===== src/rtl/etai_pkg.sv =====
// Shared definitions for the ETAI error monitor: FSM state type and
// default sizing constants.
package etai_pkg;

  localparam int ETAI_N_DEFAULT     = 16;
  localparam int ETAI_CNT_W_DEFAULT = 32;

  // Measurement-window controller states
  typedef enum logic [1:0] {
    ST_IDLE  = 2'd0,
    ST_RUN   = 2'd1,
    ST_DRAIN = 2'd2,
    ST_DONE  = 2'd3
  } etai_state_e;

endpackage


===== src/rtl/etai_ed_calc.sv =====
// Combinational error-distance calculator: exact sum X+Y against the
// approximate result {Cout,S}, giving |exact - approx| as N+1 unsigned bits.
module etai_ed_calc #(
  parameter int N = 16
) (
  input  logic [N-1:0] x,
  input  logic [N-1:0] y,
  input  logic [N-1:0] s,
  input  logic         cout,
  output logic [N:0]   ed
);

  logic [N:0] exact;
  logic [N:0] approx;

  // Exact sum and absolute difference against the approximate adder output
  always_comb begin
    exact  = {1'b0, x} + {1'b0, y};
    approx = {cout, s};
    if (exact >= approx) ed = exact - approx;
    else                 ed = approx - exact;
  end

endmodule


===== src/rtl/etai_error_monitor.sv =====
// Error-distance monitor for an approximate (ETAI) adder. Accepts a window
// of X/Y/S/Cout samples and accumulates sample count, error count, ED sum
// and ED maximum through a 2-stage pipeline (stage 1: ED, stage 2: update).
// Optional feature: define ETAI_SQERR_EN to add the sq_sum output
// accumulating ED*ED.
module etai_error_monitor
  import etai_pkg::*;
#(
  parameter int N     = ETAI_N_DEFAULT,
  parameter int CNT_W = ETAI_CNT_W_DEFAULT,
  localparam int ACC_W = CNT_W + N + 1
`ifdef ETAI_SQERR_EN
  ,
  localparam int SQ_W  = 2 * (N + 1) + CNT_W
`endif
) (
  input  logic             clk,
  input  logic             rst,
  input  logic             start,
  input  logic [CNT_W-1:0] num_samples,
  input  logic             in_valid,
  output logic             in_ready,
  input  logic [N-1:0]     X,
  input  logic [N-1:0]     Y,
  input  logic [N-1:0]     S,
  input  logic             Cout,
  output logic             busy,
  output logic             done,
  input  logic             ack,
  output logic [CNT_W-1:0] sample_cnt,
  output logic [CNT_W-1:0] err_cnt,
  output logic [ACC_W-1:0] ed_sum,
  output logic [N:0]       ed_max
`ifdef ETAI_SQERR_EN
  ,
  output logic [SQ_W-1:0]  sq_sum
`endif
);

  localparam logic [CNT_W-1:0] CNT_ONE = {{(CNT_W-1){1'b0}}, 1'b1};

  // Control state
  etai_state_e      state_q, state_d;
  logic [CNT_W-1:0] num_q, num_d;
  logic [CNT_W-1:0] acc_q, acc_d;
  logic [CNT_W-1:0] acc_inc;
  logic             drain_q, drain_d;
  logic             busy_q, busy_d;
  logic             done_q, done_d;
  logic             start_ok;
  logic             ready;
  logic             xfer;

  // Pipeline
  logic [N:0]       ed_p0;
  logic             vld_p1_q, vld_p1_d;
  logic [N:0]       ed_p1_q, ed_p1_d;
  logic             nz_p1_q, nz_p1_d;

  // Accumulators
  logic [CNT_W-1:0] sample_cnt_q, sample_cnt_d;
  logic [CNT_W-1:0] err_cnt_q, err_cnt_d;
  logic [ACC_W-1:0] ed_sum_q, ed_sum_d;
  logic [N:0]       ed_max_q, ed_max_d;
`ifdef ETAI_SQERR_EN
  logic [2*(N+1)-1:0] sq_p1;
  logic [SQ_W-1:0]    sq_sum_q, sq_sum_d;
`endif

  // Handshake: ready only while the window still needs samples
  always_comb begin
    ready   = (state_q == ST_RUN) && (acc_q < num_q);
    xfer    = in_valid && ready;
    acc_inc = acc_q + CNT_ONE;
  end

  assign in_ready = ready;

  // Window FSM; start in IDLE or DONE restarts, start wins over ack
  always_comb begin
    state_d  = state_q;
    num_d    = num_q;
    acc_d    = acc_q;
    drain_d  = drain_q;
    start_ok = 1'b0;
    case (state_q)
      ST_IDLE: begin
        if (start) start_ok = 1'b1;
      end
      ST_RUN: begin
        if (xfer) begin
          acc_d = acc_inc;
          if (acc_inc == num_q) begin
            state_d = ST_DRAIN;
            drain_d = 1'b0;
          end
        end
      end
      ST_DRAIN: begin
        // Two cycles: enough for the last sample to clear both stages
        drain_d = 1'b1;
        if (drain_q) state_d = ST_DONE;
      end
      ST_DONE: begin
        if (start)    start_ok = 1'b1;
        else if (ack) state_d  = ST_IDLE;
      end
      default: state_d = ST_IDLE;
    endcase
    if (start_ok) begin
      num_d   = num_samples;
      acc_d   = '0;
      drain_d = 1'b0;
      state_d = (num_samples == '0) ? ST_DONE : ST_RUN;
    end
    busy_d = (state_q == ST_RUN) || (state_q == ST_DRAIN);
    done_d = (state_q == ST_DONE);
  end

  // Stage 0 -> 1: error distance of the accepted sample
  etai_ed_calc #(.N(N)) u_ed_calc (
    .x    (X),
    .y    (Y),
    .s    (S),
    .cout (Cout),
    .ed   (ed_p0)
  );

  // Stage 1 next-state: capture ED and its nonzero flag
  always_comb begin
    vld_p1_d = xfer;
    ed_p1_d  = ed_p0;
    nz_p1_d  = |ed_p0;
  end

`ifdef ETAI_SQERR_EN
  // Squared error of the stage-1 sample
  always_comb begin
    sq_p1 = {{(N+1){1'b0}}, ed_p1_q} * {{(N+1){1'b0}}, ed_p1_q};
  end
`endif

  // Stage 1 -> 2: accumulate; a new window clears everything
  always_comb begin
    sample_cnt_d = sample_cnt_q;
    err_cnt_d    = err_cnt_q;
    ed_sum_d     = ed_sum_q;
    ed_max_d     = ed_max_q;
`ifdef ETAI_SQERR_EN
    sq_sum_d     = sq_sum_q;
`endif
    if (start_ok) begin
      sample_cnt_d = '0;
      err_cnt_d    = '0;
      ed_sum_d     = '0;
      ed_max_d     = '0;
`ifdef ETAI_SQERR_EN
      sq_sum_d     = '0;
`endif
    end else if (vld_p1_q) begin
      sample_cnt_d = sample_cnt_q + CNT_ONE;
      err_cnt_d    = err_cnt_q + {{(CNT_W-1){1'b0}}, nz_p1_q};
      ed_sum_d     = ed_sum_q + {{(ACC_W-N-1){1'b0}}, ed_p1_q};
      if (ed_p1_q > ed_max_q) ed_max_d = ed_p1_q;
`ifdef ETAI_SQERR_EN
      sq_sum_d     = sq_sum_q + {{CNT_W{1'b0}}, sq_p1};
`endif
    end
  end

  // Control, valid bit and accumulator registers with asynchronous reset
  always_ff @(posedge clk or posedge rst) begin
    if (rst) begin
      state_q      <= ST_IDLE;
      num_q        <= '0;
      acc_q        <= '0;
      drain_q      <= 1'b0;
      busy_q       <= 1'b0;
      done_q       <= 1'b0;
      vld_p1_q     <= 1'b0;
      sample_cnt_q <= '0;
      err_cnt_q    <= '0;
      ed_sum_q     <= '0;
      ed_max_q     <= '0;
`ifdef ETAI_SQERR_EN
      sq_sum_q     <= '0;
`endif
    end else begin
      state_q      <= state_d;
      num_q        <= num_d;
      acc_q        <= acc_d;
      drain_q      <= drain_d;
      busy_q       <= busy_d;
      done_q       <= done_d;
      vld_p1_q     <= vld_p1_d;
      sample_cnt_q <= sample_cnt_d;
      err_cnt_q    <= err_cnt_d;
      ed_sum_q     <= ed_sum_d;
      ed_max_q     <= ed_max_d;
`ifdef ETAI_SQERR_EN
      sq_sum_q     <= sq_sum_d;
`endif
    end
  end

  // Stage-1 data registers; qualified by vld_p1_q so no reset needed
  always_ff @(posedge clk) begin
    ed_p1_q <= ed_p1_d;
    nz_p1_q <= nz_p1_d;
  end

  assign busy       = busy_q;
  assign done       = done_q;
  assign sample_cnt = sample_cnt_q;
  assign err_cnt    = err_cnt_q;
  assign ed_sum     = ed_sum_q;
  assign ed_max     = ed_max_q;
`ifdef ETAI_SQERR_EN
  assign sq_sum     = sq_sum_q;
`endif

endmodule


===== config.mk =====
export PLATFORM = sky130hd
export DESIGN_NAME = etai_error_monitor
export DESIGN_NICKNAME = d
export VERILOG_FILES = /design/src/rtl/etai_pkg.sv /design/src/rtl/etai_ed_calc.sv /design/src/rtl/etai_error_monitor.sv
export SDC_FILE = /design/constraint.sdc
export NUM_CORES = 1
export LEC_CHECK = 0
export ABC_AREA = 1
export BUFFER_PORTS_ARGS = -buffer_cell sky130_fd_sc_hd__buf_2
export CAP_MARGIN = 25
export CORE_ASPECT_RATIO = 1.75
export CORE_UTILIZATION = 45
export CTS_CLUSTER_DIAMETER = 30
export CTS_CLUSTER_SIZE = 10
export DETAILED_ROUTE_END_ITERATION = 16
export PLACE_DENSITY = 0.72
export SLEW_MARGIN = 10
export SYNTH_ARGS = -nofsm -noshare
export SYNTH_HDL_FRONTEND = slang
export SYNTH_HIERARCHICAL = 1
export SYNTH_SLANG_ARGS = --single-unit

===== constraint.sdc =====
create_clock -name clk -period 7.8 [get_ports clk]
set_input_delay 2.34 -clock clk [delete_from_list [all_inputs] [get_ports clk]]
set_output_delay 2.34 -clock clk [all_outputs]
set_load 0.005 [all_outputs]

==> flow_summary_export.csv <==
group,metric,value,unit
yosys,syn_inst,2460,
place,place_inst,3112,
yosys,ys_ff_latch,218,
drt,routed_wl,56500,µm
clock_tree,htree_levels,2,
drt,via_per_inst,5.45,
finish,drive_gt1_share,13.4,%
place,place_hpwl,44300,µm
min_path,hold_class,"flop to flop",
power_and_ir_drop,p_int,3.18,mW
setup_path,crit_fanout,18,
yosys,synth_edf_count,0,
timing,fin_crit_sh,78.8,%
yosys,synthXorXnorAreaFrac,1.85,%
power_and_ir_drop,power.share.clock,29.7,%
setup_path,max_stage_delay,0.51,ns
clock_tree,post-cts-setup-buffers,0,
yosys,synth.cell_area,16600,µm²
clock_tree,cts_hold_buf,0,
yosys,synth-simple-area-share,34.2,%
floorplan,fp.dieW,147,µm
drt,drt-wirelength-per-cell,17.8,µm
timing,setup_viol,0,
timing,rsz0062_at_grt,"no",
timing,slew_viol_final,0,
yosys,synth_ff_type,"dfrtp_1",
clock_tree,cts-root-buf,"clkbuf_16",
clock_tree,cts-resized-gates,0,
yosys,synthMuxAreaShare,0,%
global_routing,grt_overflow,0,
power_and_ir_drop,pwr-share-comb,42.4,%
floorplan,die-area,37600,µm²
power_and_ir_drop,p_per_area,287,nW/µm²
drt,drt_first_iter_violations,841,
power_and_ir_drop,power_frac_seq,27.9,%
place,gp_congestion,1.03,
clock_tree,insertion_delay,0.53,ns
yosys,ys_warn_count,6,
floorplan,num_rows,92,
place,port_buffers,218,
floorplan,core_area,36100,µm²
yosys,synth_top_family_by_area,"simple AND/OR/NAND/NOR gates",
clock_tree,cts_tree,"yes",
drt,vias,17354,
yosys,synth-compound-area-share,12.1,%
power_and_ir_drop,p_sw,2.40,mW
timing,hold_violations,0,
setup_path,critPathArrivalTime,6.53,ns
floorplan,start_util,45.9,%
floorplan,dieHeight,256,µm
setup_path,worstPathRequired,8.18,ns
finish,fin_cells,3182,
timing,finClkSkew,0.0134,ns
global_routing,grt_pass1_vias,17540,
setup_path,path_class,"input pin to flop",
timing,fmax,163,MHz
drt,drc,0,
job,cap_violations,0,
global_routing,grt_max_degree,95,
drt,ant_nets,0,
setup_path,cp-startpoint,"Y[0]",
finish,area_growth,17.1,%
yosys,avgSynthCellArea,6.74,µm²
clock_tree,cts_max_path_buffers,3,
global_routing,grt_pass1_wl,88800,µm
power_and_ir_drop,p_sw_share,43.1,%
clock_tree,clock_sinks,218,
setup_path,timing.rr.start,"acc_q[12]$_DFFE_PP0P_",
clock_tree,cts-buffers-inserted,38,
min_path,hp-start,"drain_q$_DFFE_PP0P_",
timing,worst_slew_pin_slew,0.898,ns
yosys,ys_types,56,
setup_path,cp-start-kind,"input pin",
yosys,synth_seq_area_share,32.4,%
status,status,"finished clean",
floorplan,ios,219,
global_routing,grt_util_all_layers,30.3,%
drt,dr.pass1.iters,7,
yosys,async_flop_share,91.7,%
power_and_ir_drop,ir_drop,0.141,mV
setup_path,critPathMostFrequentCell,"nand2_1",
yosys,synth_fp_nets,2673,
setup_path,worst_setup_path_end_kind,"flop",
power_and_ir_drop,leakage,10.2,nW
finish,layout.nets,2895,
clock_tree,cts.clk_slew.worst_paths,0.05,ns
setup_path,crit_chain,"buf_2, ha_1, fa_1, nand3_1, nand2_1, a21boi_0, o21ai_0, xor2_1, ha_1, nand2_1, inv_1, nand2_1, nand2_1, inv_1, nand3_1, nand2_2, nand2_4, inv_4, nand2_1, nand2_1, or4_1, nor3_1, nand4_1",
timing,tns,0,ns
timing,slew_headroom,40.0,%
timing,period_needed,6.15,ns
setup_path,cp_slowest_cell,"or4_1",
yosys,synthAdderAreaFrac,9.77,%
global_routing,antenna_found_initial,1,
## worst paths after layout
path	endpoint	slack, ns	cells past startpoint
max in group asynchronous	ed_sum[35]$_DFFE_PP0P_	4.49	3
min in group asynchronous	num_q[2]$_DFFE_PP0P_	1.91	2
max reg2reg	state_q[0]$_DFFE_PP0P_	4.60	15
min	drain_q$_DFFE_PP0P_	0.49	2
min reg2reg	drain_q$_DFFE_PP0P_	0.49	2
max	nz_p1_q$_DFF_P_	1.65	23
## Yosys cell counts (all sizes together) (9+ instances only)
library cell	n	area, µm²
nand2	728	2810
inv	368	1380
nor2	214	921
nand3	210	1070
dfrtp	200	5000
a21oi	150	751
o21ai	139	696
ha	123	1540
nand4	55	350
nor3	50	265
o22ai	32	200
clkbuf	31	120
xor2	30	263
nor4	21	131
dfxtp	18	360
buf	16	103
o21a	12	90.1
o31ai	9	67.6
## state kept, by name, indices dropped and copies added (netlist names)
signal / cells
sample_cnt: 32
drain_q: 1
err_cnt: 32
busy: 1
done: 1
ed_max: 17
state_q: 2
ed_p1_q: 17
vld_p1_q: 1
ed_sum: 49
acc_q: 32
num_q: 32
nz_p1_q: 1
## worst max-delay path, delay by kind of cell
kind            cells  cell delay, ns
compound gates      2            0.59
xor+xnor            1            0.18
buf+inv             4            0.41
simple gates       13            1.89
fa+ha+maj           3            1.09
## cell families (layout without fill, tap and decap cells)
| kind of cell | count (synthesis) | count (layout) |
|---|---|---|
| simple gates | 1298 | 1298 |
| compound gates | 367 | 367 |
| buf+inv | 415 | 666 |
| flops | 218 | 218 |
| xor+xnor | 35 | 35 |
| fa+ha+maj | 127 | 127 |
| other cells | 0 | 1 |
## cell type report
class                      instances  area (µm²)
fill                            3540       16700
multi-input combinational       1827        9620
sequential                       218        5370
inverter                         368        1390
timing repair buffer             229        1170
clock buffer                      49        1070
tap                              470         588
clock inverter                    20         195
antenna                            1        2.50
## power by group through the flow
stage               Clock, mW  Combinational, mW  Sequential, mW
CTS                      1.69               2.36            1.55
finish                   1.66               2.37            1.55
floorplan                   0               1.64            1.51
detailed placement          0               2.34            1.57
global placement            0               2.30            1.57
global route             1.73               2.67            1.58
## layout by cell type, fill, tap and decap left out, types with 6 or more instances in the layout
cell       count
nor3_1        47
nand2_1      702
nor2_4         7
nor2_2        14
o21ai_1        6
xor2_1        30
a21oi_1      150
buf_4         11
o22ai_1       32
nand4_1       54
clkinv_2       7
nor2_1       191
clkbuf_16     40
inv_1        361
or2_2          6
nand2_2       22
o31ai_1        9
o21a_1        12
dfxtp_1       18
ha_1         123
dfrtp_1      200
o21ai_0      133
nor4_1        21
nand3_1      207
buf_2        218
## layer usage
metal / global-route usage, % / routed length [µm]
met3: 4.81 / 2950
met1: 26.7 / 18000
met4: 25.0 / 5050
met5: 0 / 0
met2: 58.5 / 30500
## through the flow
step / area, µm² / power [mW] / hold WS [ns] / setup slack (ns) / util, %
2_1_floorplan: 16600 / 3.15 / 0.442 / 0.00599 / -
3_3_place_gp: 18100 / 3.87 / 0.477 / 1.18 / 50.2
3_5_place_dp: 18100 / 3.91 / 0.482 / 1.13 / 50.2
4_1_cts: 19400 / 5.60 / 0.493 / 1.68 / 53.7
5_1_grt: 19400 / 5.98 / 0.521 / 1.32 / 53.7
6_report: 19400 / 5.58 / 0.485 / 1.65 / 53.7
(Power assumes the default switching activity.)
